**config.mk**
```make
export PLATFORM = sky130hd
export DESIGN_NAME = dir_input_conditioner
export DESIGN_NICKNAME = d
export VERILOG_FILES = /design/src/rtl/dir_input_conditioner.sv
export SDC_FILE = /design/constraint.sdc
export NUM_CORES = 1
export LEC_CHECK = 0
export CORE_MARGIN = 1
export CORE_UTILIZATION = 52
export DETAILED_ROUTE_END_ITERATION = 6
export GPL_ROUTABILITY_DRIVEN = 0
export PLACE_DENSITY = 0.79
export SYNTH_ARGS = -nofsm -noshare
export SYNTH_HDL_FRONTEND = slang
export SYNTH_SLANG_ARGS = --single-unit
```
**constraint.sdc**
```tcl
create_clock -name clk -period 1.4 [get_ports clk]
set_clock_uncertainty 0.2 [all_clocks]
set_input_delay 0.21 -clock clk [delete_from_list [all_inputs] [get_ports clk]]
set_output_delay 0.21 -clock clk [all_outputs]
set_load 0.02 [all_outputs]
```
**src/rtl/dir_input_conditioner.sv**
```systemverilog
// Button front end for the adventure-game FSM: sync, debounce and one-hot move pulses.
// Define DIR_AUTOREPEAT_EN to re-emit a held direction every REPEAT_CYCLES cycles.
module dir_input_conditioner #(
    parameter int DEBOUNCE_CYCLES = 4,
    parameter int REPEAT_CYCLES   = 16
) (
    input  logic clk,
    input  logic reset_n,
    input  logic btn_n,
    input  logic btn_s,
    input  logic btn_e,
    input  logic btn_w,
    input  logic hold,
    output logic n,
    output logic s,
    output logic e,
    output logic w
);

    localparam int CNT_W = $clog2(DEBOUNCE_CYCLES) + 1;
    localparam logic [CNT_W-1:0] CNT_MAX = CNT_W'(DEBOUNCE_CYCLES - 1);

    generate
        if (DEBOUNCE_CYCLES < 1 || REPEAT_CYCLES < 2) begin : g_badParam
            $error("dir_input_conditioner: DEBOUNCE_CYCLES must be >= 1 and REPEAT_CYCLES >= 2");
        end
    endgenerate

    typedef enum logic {
        ST_IDLE,
        ST_LOCK
    } state_t;

    // Bit order everywhere: [0]=N, [1]=S, [2]=E, [3]=W.
    logic [3:0]       w_raw;
    logic [3:0]       r_sync1;
    logic [3:0]       r_sync2;
    logic [3:0]       r_stable;
    logic [CNT_W-1:0] r_cnt [4];

    state_t     r_state;
    state_t     w_nextState;
    logic [3:0] r_out;
    logic [3:0] w_nextOut;
    logic [3:0] w_pick;

    assign w_raw = {btn_w, btn_e, btn_s, btn_n};

    always_ff @(posedge clk or negedge reset_n) begin
        if (!reset_n) begin
            r_sync1 <= '0;
            r_sync2 <= '0;
        end else begin
            r_sync1 <= w_raw;
            r_sync2 <= r_sync1;
        end
    end

    // A level is accepted only after it has differed from the accepted level
    // for DEBOUNCE_CYCLES consecutive cycles; any agreement restarts the count.
    always_ff @(posedge clk or negedge reset_n) begin
        if (!reset_n) begin
            r_stable <= '0;
            for (int i = 0; i < 4; i++) begin
                r_cnt[i] <= '0;
            end
        end else begin
            for (int i = 0; i < 4; i++) begin
                if (r_sync2[i] == r_stable[i]) begin
                    r_cnt[i] <= '0;
                end else if (r_cnt[i] == CNT_MAX) begin
                    r_stable[i] <= r_sync2[i];
                    r_cnt[i]    <= '0;
                end else begin
                    r_cnt[i] <= r_cnt[i] + CNT_W'(1);
                end
            end
        end
    end

    always_comb begin
        w_pick = '0;
        if (r_stable[0]) begin
            w_pick = 4'b0001;
        end else if (r_stable[1]) begin
            w_pick = 4'b0010;
        end else if (r_stable[2]) begin
            w_pick = 4'b0100;
        end else if (r_stable[3]) begin
            w_pick = 4'b1000;
        end
    end

`ifdef DIR_AUTOREPEAT_EN
    localparam int RPT_W = $clog2(REPEAT_CYCLES) + 1;
    localparam logic [RPT_W-1:0] RPT_MAX = RPT_W'(REPEAT_CYCLES - 1);

    logic [3:0]       r_dir;
    logic [3:0]       w_nextDir;
    logic [RPT_W-1:0] r_rptCnt;
    logic [RPT_W-1:0] w_nextRpt;

    // r_dir holds the direction eligible for repeat; zero means repeat is off
    // until the next fresh press from IDLE.
    always_comb begin
        w_nextState = r_state;
        w_nextOut   = '0;
        w_nextDir   = r_dir;
        w_nextRpt   = '0;
        if (hold) begin
            w_nextState = ST_LOCK;
            w_nextDir   = '0;
        end else begin
            case (r_state)
                ST_IDLE: begin
                    if (|r_stable) begin
                        w_nextOut   = w_pick;
                        w_nextDir   = w_pick;
                        w_nextState = ST_LOCK;
                    end
                end
                ST_LOCK: begin
                    if (r_stable == 4'b0000) begin
                        w_nextState = ST_IDLE;
                        w_nextDir   = '0;
                    end else if (r_dir != 4'b0000 && r_stable == r_dir) begin
                        if (r_rptCnt == RPT_MAX) begin
                            w_nextOut = r_dir;
                        end else begin
                            w_nextRpt = r_rptCnt + RPT_W'(1);
                        end
                    end else begin
                        w_nextDir = '0;
                    end
                end
                default: begin
                    w_nextState = ST_IDLE;
                    w_nextDir   = '0;
                end
            endcase
        end
    end

    always_ff @(posedge clk or negedge reset_n) begin
        if (!reset_n) begin
            r_dir    <= '0;
            r_rptCnt <= '0;
        end else begin
            r_dir    <= w_nextDir;
            r_rptCnt <= w_nextRpt;
        end
    end
`else
    // Lower-priority simultaneous presses are dropped; LOCK waits for all-released.
    always_comb begin
        w_nextState = r_state;
        w_nextOut   = '0;
        if (hold) begin
            w_nextState = ST_LOCK;
        end else begin
            case (r_state)
                ST_IDLE: begin
                    if (|r_stable) begin
                        w_nextOut   = w_pick;
                        w_nextState = ST_LOCK;
                    end
                end
                ST_LOCK: begin
                    if (r_stable == 4'b0000) begin
                        w_nextState = ST_IDLE;
                    end
                end
                default: begin
                    w_nextState = ST_IDLE;
                end
            endcase
        end
    end
`endif

    always_ff @(posedge clk or negedge reset_n) begin
        if (!reset_n) begin
            r_state <= ST_IDLE;
            r_out   <= '0;
        end else begin
            r_state <= w_nextState;
            r_out   <= w_nextOut;
        end
    end

    assign n = r_out[0];
    assign s = r_out[1];
    assign e = r_out[2];
    assign w = r_out[3];

endmodule

```
* Yosys cells after proc, flatten, opt, wreduce, memory -nomap -nowiden
Cells that the tools add are included.
Widths: inputs -> output; s select.
** Storage, ports and cells
- Output and inout port bits :: 4
- Logic and storage cells :: 54
- Input bits :: 7
- Flip-flop bits (word level) :: 29
** Cells by class
- Bitwise operators :: 5
- Muxes and demuxes :: 19
- Reductions and logical operators :: 6
- Eq/ne operators :: 8
- $add $sub $neg :: 4
** Operators with widths (count)
- $mux 4 :: 7
- $mux 3 :: 8
- $add 3x1->3 const B :: 4
- $eq 3x2->1 const B :: 4
- $reduce_and 2->1 :: 4
- $not 1->1 :: 5
- $eq 1x1->1 :: 4
- $logic_not 4->1 :: 1
- $reduce_or 4->1 :: 1
- $mux 1 :: 3
- $pmux 1 s2 :: 1

* Logic depth before layout (Yosys ltp)
- Depth in word-level cells :: 7
- Mapped depth :: 3
- Gate-level depth less buffers :: 3

* Worst setup path before layout
No wires, ideal clock.
- Path type :: flip-flop to flip-flop
- Start :: register r_cnt[9] (netlist name)
- End :: register r_stable[0]
- Setup time :: 0.125 ns
- Path slack :: 0.104 ns
- Cell stages (with the launch flop) :: 4
- Path buffers :: 0
- Arrival time :: 0.972 ns
- Data required time :: 1.075 ns
- Cells stage by stage :: dfrtp_1 > ha_1 > nor2b_1 > mux2_2
** Between the ends
- Word-level cells in the longest chain between the ends :: 2
** Ends and longest elaborated chain
- start: declaration :: line 39 : logic [CNT_W-1:0] r_cnt [4];
- start signal: indexed assignment :: line 75 : r_cnt[i] <= r_cnt[i] + CNT_W'(1);
- $eq 3x2->1 :: line 71 : end else if (r_cnt[i] == CNT_MAX) begin
- $reduce_and 2->1 (no source line)
- end signal: indexed assignment :: line 72 : r_stable[i] <= r_sync2[i];
- end: declaration :: line 38 : logic [3:0] r_stable;
Every way passes these cells.
A chain may end at the register's enable or synchronous reset.

* Worst setup path in the final report
- Start :: register r_cnt[0] (netlist name)
- End :: register r_stable[3]
The elaborated chain is that of the path after synthesis.

==> impl_metrics.json <==
{
  "antenna_found_initial": 0,
  "grt_overflow_total": 0,
  "numCtsBuffers": 5,
  "cts_buffer_depth": 2,
  "syn_to_final_growth_pct": 20.6,
  "drt_drc_violations_left": 0,
  "hold_path.class": "in -> async",
  "cts-root-buf": "clkbuf_4",
  "slew_viol_final": 0,
  "r2r_cells": 3,
  "final_cells": 108,
  "synth_seq_area_share": 0.712,
  "cts-htree-levels": 2,
  "cts_hold_buf": 0,
  "grt_pass1_wl_um": 2460,
  "portBuffers": 10,
  "ys_ff_latch": 29,
  "min_period_ns": 1.33,
  "rsz0062_at_grt": "no",
  "cellPowerDensity_nw_per_um2": 1690,
  "drt-pass1-iter-count": 1,
  "dp.cells": 101,
  "cts_setup_buffers": 0,
  "critPathRequiredTime_ns": 1.40,
  "hold_viol_final": 0,
  "yosysUniqueCellTypes": 15,
  "cpMaxStageDelayCell": "dfrtp_1",
  "timing.rr.start": "r_cnt[0]",
  "syn_area_sq_um": 1020,
  "syn_avg_cell_area_sq_um": 15.7,
  "start_kind": "flop",
  "r2r_setup_slack_ns": 0.07,
  "path_class": "reg -> reg",
  "grt_max_degree": 30,
  "slew_headroom": 0.777,
  "tightestPinTransition_ns": 0.329,
  "setup_viol": 0,
  "syn_nets": 76,
  "die_h_um": 46.3,
  "fillers": 145,
  "viasPerCell": 5.06,
  "clk_latency_ns": 0.31,
  "wl_um": 1350,
  "post-route-period-util": 0.950,
  "grtUsageTotal": 0.181,
  "clock.fmax_mhz": 752,
  "tritoncts": "done",
  "initial_core_util": 0.572,
  "die_area_sq_um": 2140,
  "run_status": "finished clean",
  "routedWlPerCell_um": 12.5,
  "leakage_nw": 0.563,
  "synth_warnings": 0,
  "ant_nets": 0,
  "critPathMaxFanout": 3,
  "pin_count": 11,
  "layout.nets": 94,
  "ir_worst_vdd_mv": 0.955,
  "critPathArrivalTime_ns": 1.33,
  "clkTransAtPathRegs_ns": 0.09,
  "layout-drive-gt1-share": 0.253,
  "fp.dieW_um": 46.3,
  "max_cap_violations": 0,
  "dpl.hpwl_um": 942,
  "antenna_cells": 0,
  "crit_path_max_incr_delay_ns": 0.35,
  "r2r_end": "r_stable[3]",
  "vias": 546,
  "cp_cell_sequence": "ha_1, nor2b_4, mux2_2",
  "clkSinkCount": 29,
  "cp-end-kind": "flop",
  "setup_tns_ns": 0,
  "core_sq_um": 1780,
  "drtIter0Drc": 0,
  "syn_inst": 65,
  "grt_pass1_vias": 589,
  "num_rows": 15
}
## final cells by class
class / count / area [sq um] / area share
Clock buffer: 7 / 55.1 / 0.0448
Timing Repair Buffer: 11 / 100 / 0.0814
Tap cell: 25 / 31.3 / 0.0254
Multi-Input combinational cell: 36 / 318 / 0.258
Sequential cell: 29 / 726 / 0.590
## routing by layer
layer	share of wire	wire [um]	GRT usage	vias up
met5	0	0	0	-
met4	0.034	46	0.135	0
met3	0.053	72	0.102	6
met2	0.47	631	0.273	14
met1	0.44	599	0.184	266
li1	-	-	-	260
## sequential cells by signal, summed over array words and instances (netlist names)
signal	count
r_cnt	12
r_out	4
r_stable	4
r_sync1	4
r_sync2	4
r_state	1
## cell usage after synthesis
| library cell | instances | area share |
|---|---|---|
| and3b_1 | 1 | 0.0086 |
| dfrtp_1 | 29 | 0.71 |
| nor3b_1 | 8 | 0.059 |
| nor4_1 | 1 | 0.0061 |
| nor3_1 | 5 | 0.025 |
| mux2_2 | 4 | 0.044 |
| nor2b_2 | 3 | 0.026 |
| ha_1 | 4 | 0.049 |
| and2_1 | 1 | 0.0061 |
| nand2_1 | 1 | 0.0037 |
| xnor2_1 | 4 | 0.034 |
| and2b_2 | 1 | 0.0086 |
| nor4b_1 | 1 | 0.0086 |
| nor2b_1 | 1 | 0.0061 |
| nor2_1 | 1 | 0.0037 |
## report_power, final
part / total (mW) / internal, mW / switching (mW)
clock network: 0.489 / 0.237 / 0.253
registers: 1.15 / 1.01 / 0.136
logic: 0.442 / 0.267 / 0.175
total: 2.08 / 1.51 / 0.564
## worst max-delay path by stage
stage / slack (ns) / to / cells after the start / startpoint
global placement: 0.04 / r_stable[0] / 3 / r_cnt[9]
global route: 0.0006 / r_stable[2] / 3 / r_cnt[3]
floorplan: 0.10 / r_stable[0] / 3 / r_cnt[9]
CTS: 0.0006 / w / 1 / r_out[3]
finish: 0.07 / r_stable[3] / 3 / r_cnt[0]
detailed placement: 0.03 / r_out[3] / 3 / hold
## through the flow
| stage | total power, mW | setup WS (ns) | instance area, sq um | utilization | hold WS [ns] |
|---|---|---|---|---|---|
| final | 2.08 | 0.0699 | 1230 | 0.690 | 0.0462 |
| after global routing | 2.23 | 0.000587 | 1230 | 0.690 | 0.0388 |
| after CTS | 2.08 | 0.000641 | 1230 | 0.688 | 0.0429 |
| after detailed placement | 1.59 | 0.0251 | 1170 | 0.657 | 0.136 |
| after global placement | 1.56 | 0.0445 | 1170 | 0.657 | 0.132 |
| after floorplan | 1.45 | 0.104 | 1020 | - | -0.286 |
## critical path: cells and delay by family (launching register included)
kind	cells	cell delay, ns
flops	1	0.35
mux	1	0.33
fa+ha+maj	1	0.17
simple gates	1	0.17
## what timing repair did
action | CTS | global route
resized for setup | 8 | 10
pin swaps | 0 | 1
endpoints found under the setup margin | 4 | 8
## layout by cell type, fill, tap and decap left out, types with 3 or more instances in the layout
cell / synthesis / final
clkbuf_4: 0 / 5
nor2b_4: 0 / 3
nor3_1: 5 / 5
clkbuf_2: 0 / 4
xnor2_1: 4 / 4
dfrtp_1: 29 / 29
nor3b_1: 8 / 8
mux2_2: 4 / 3
clkdlybuf4s50_1: 0 / 6
ha_1: 4 / 3
## logic make-up after synthesis
family / count (synthesis) / synth area share
DFF: 29 / 0.712
xor gates and xnor gates: 4 / 0.0344
adders and majority gates: 4 / 0.0491
and+or+nand+nor: 24 / 0.161
muxes: 4 / 0.0442
Note: power is estimated with default switching activity, not from simulation.
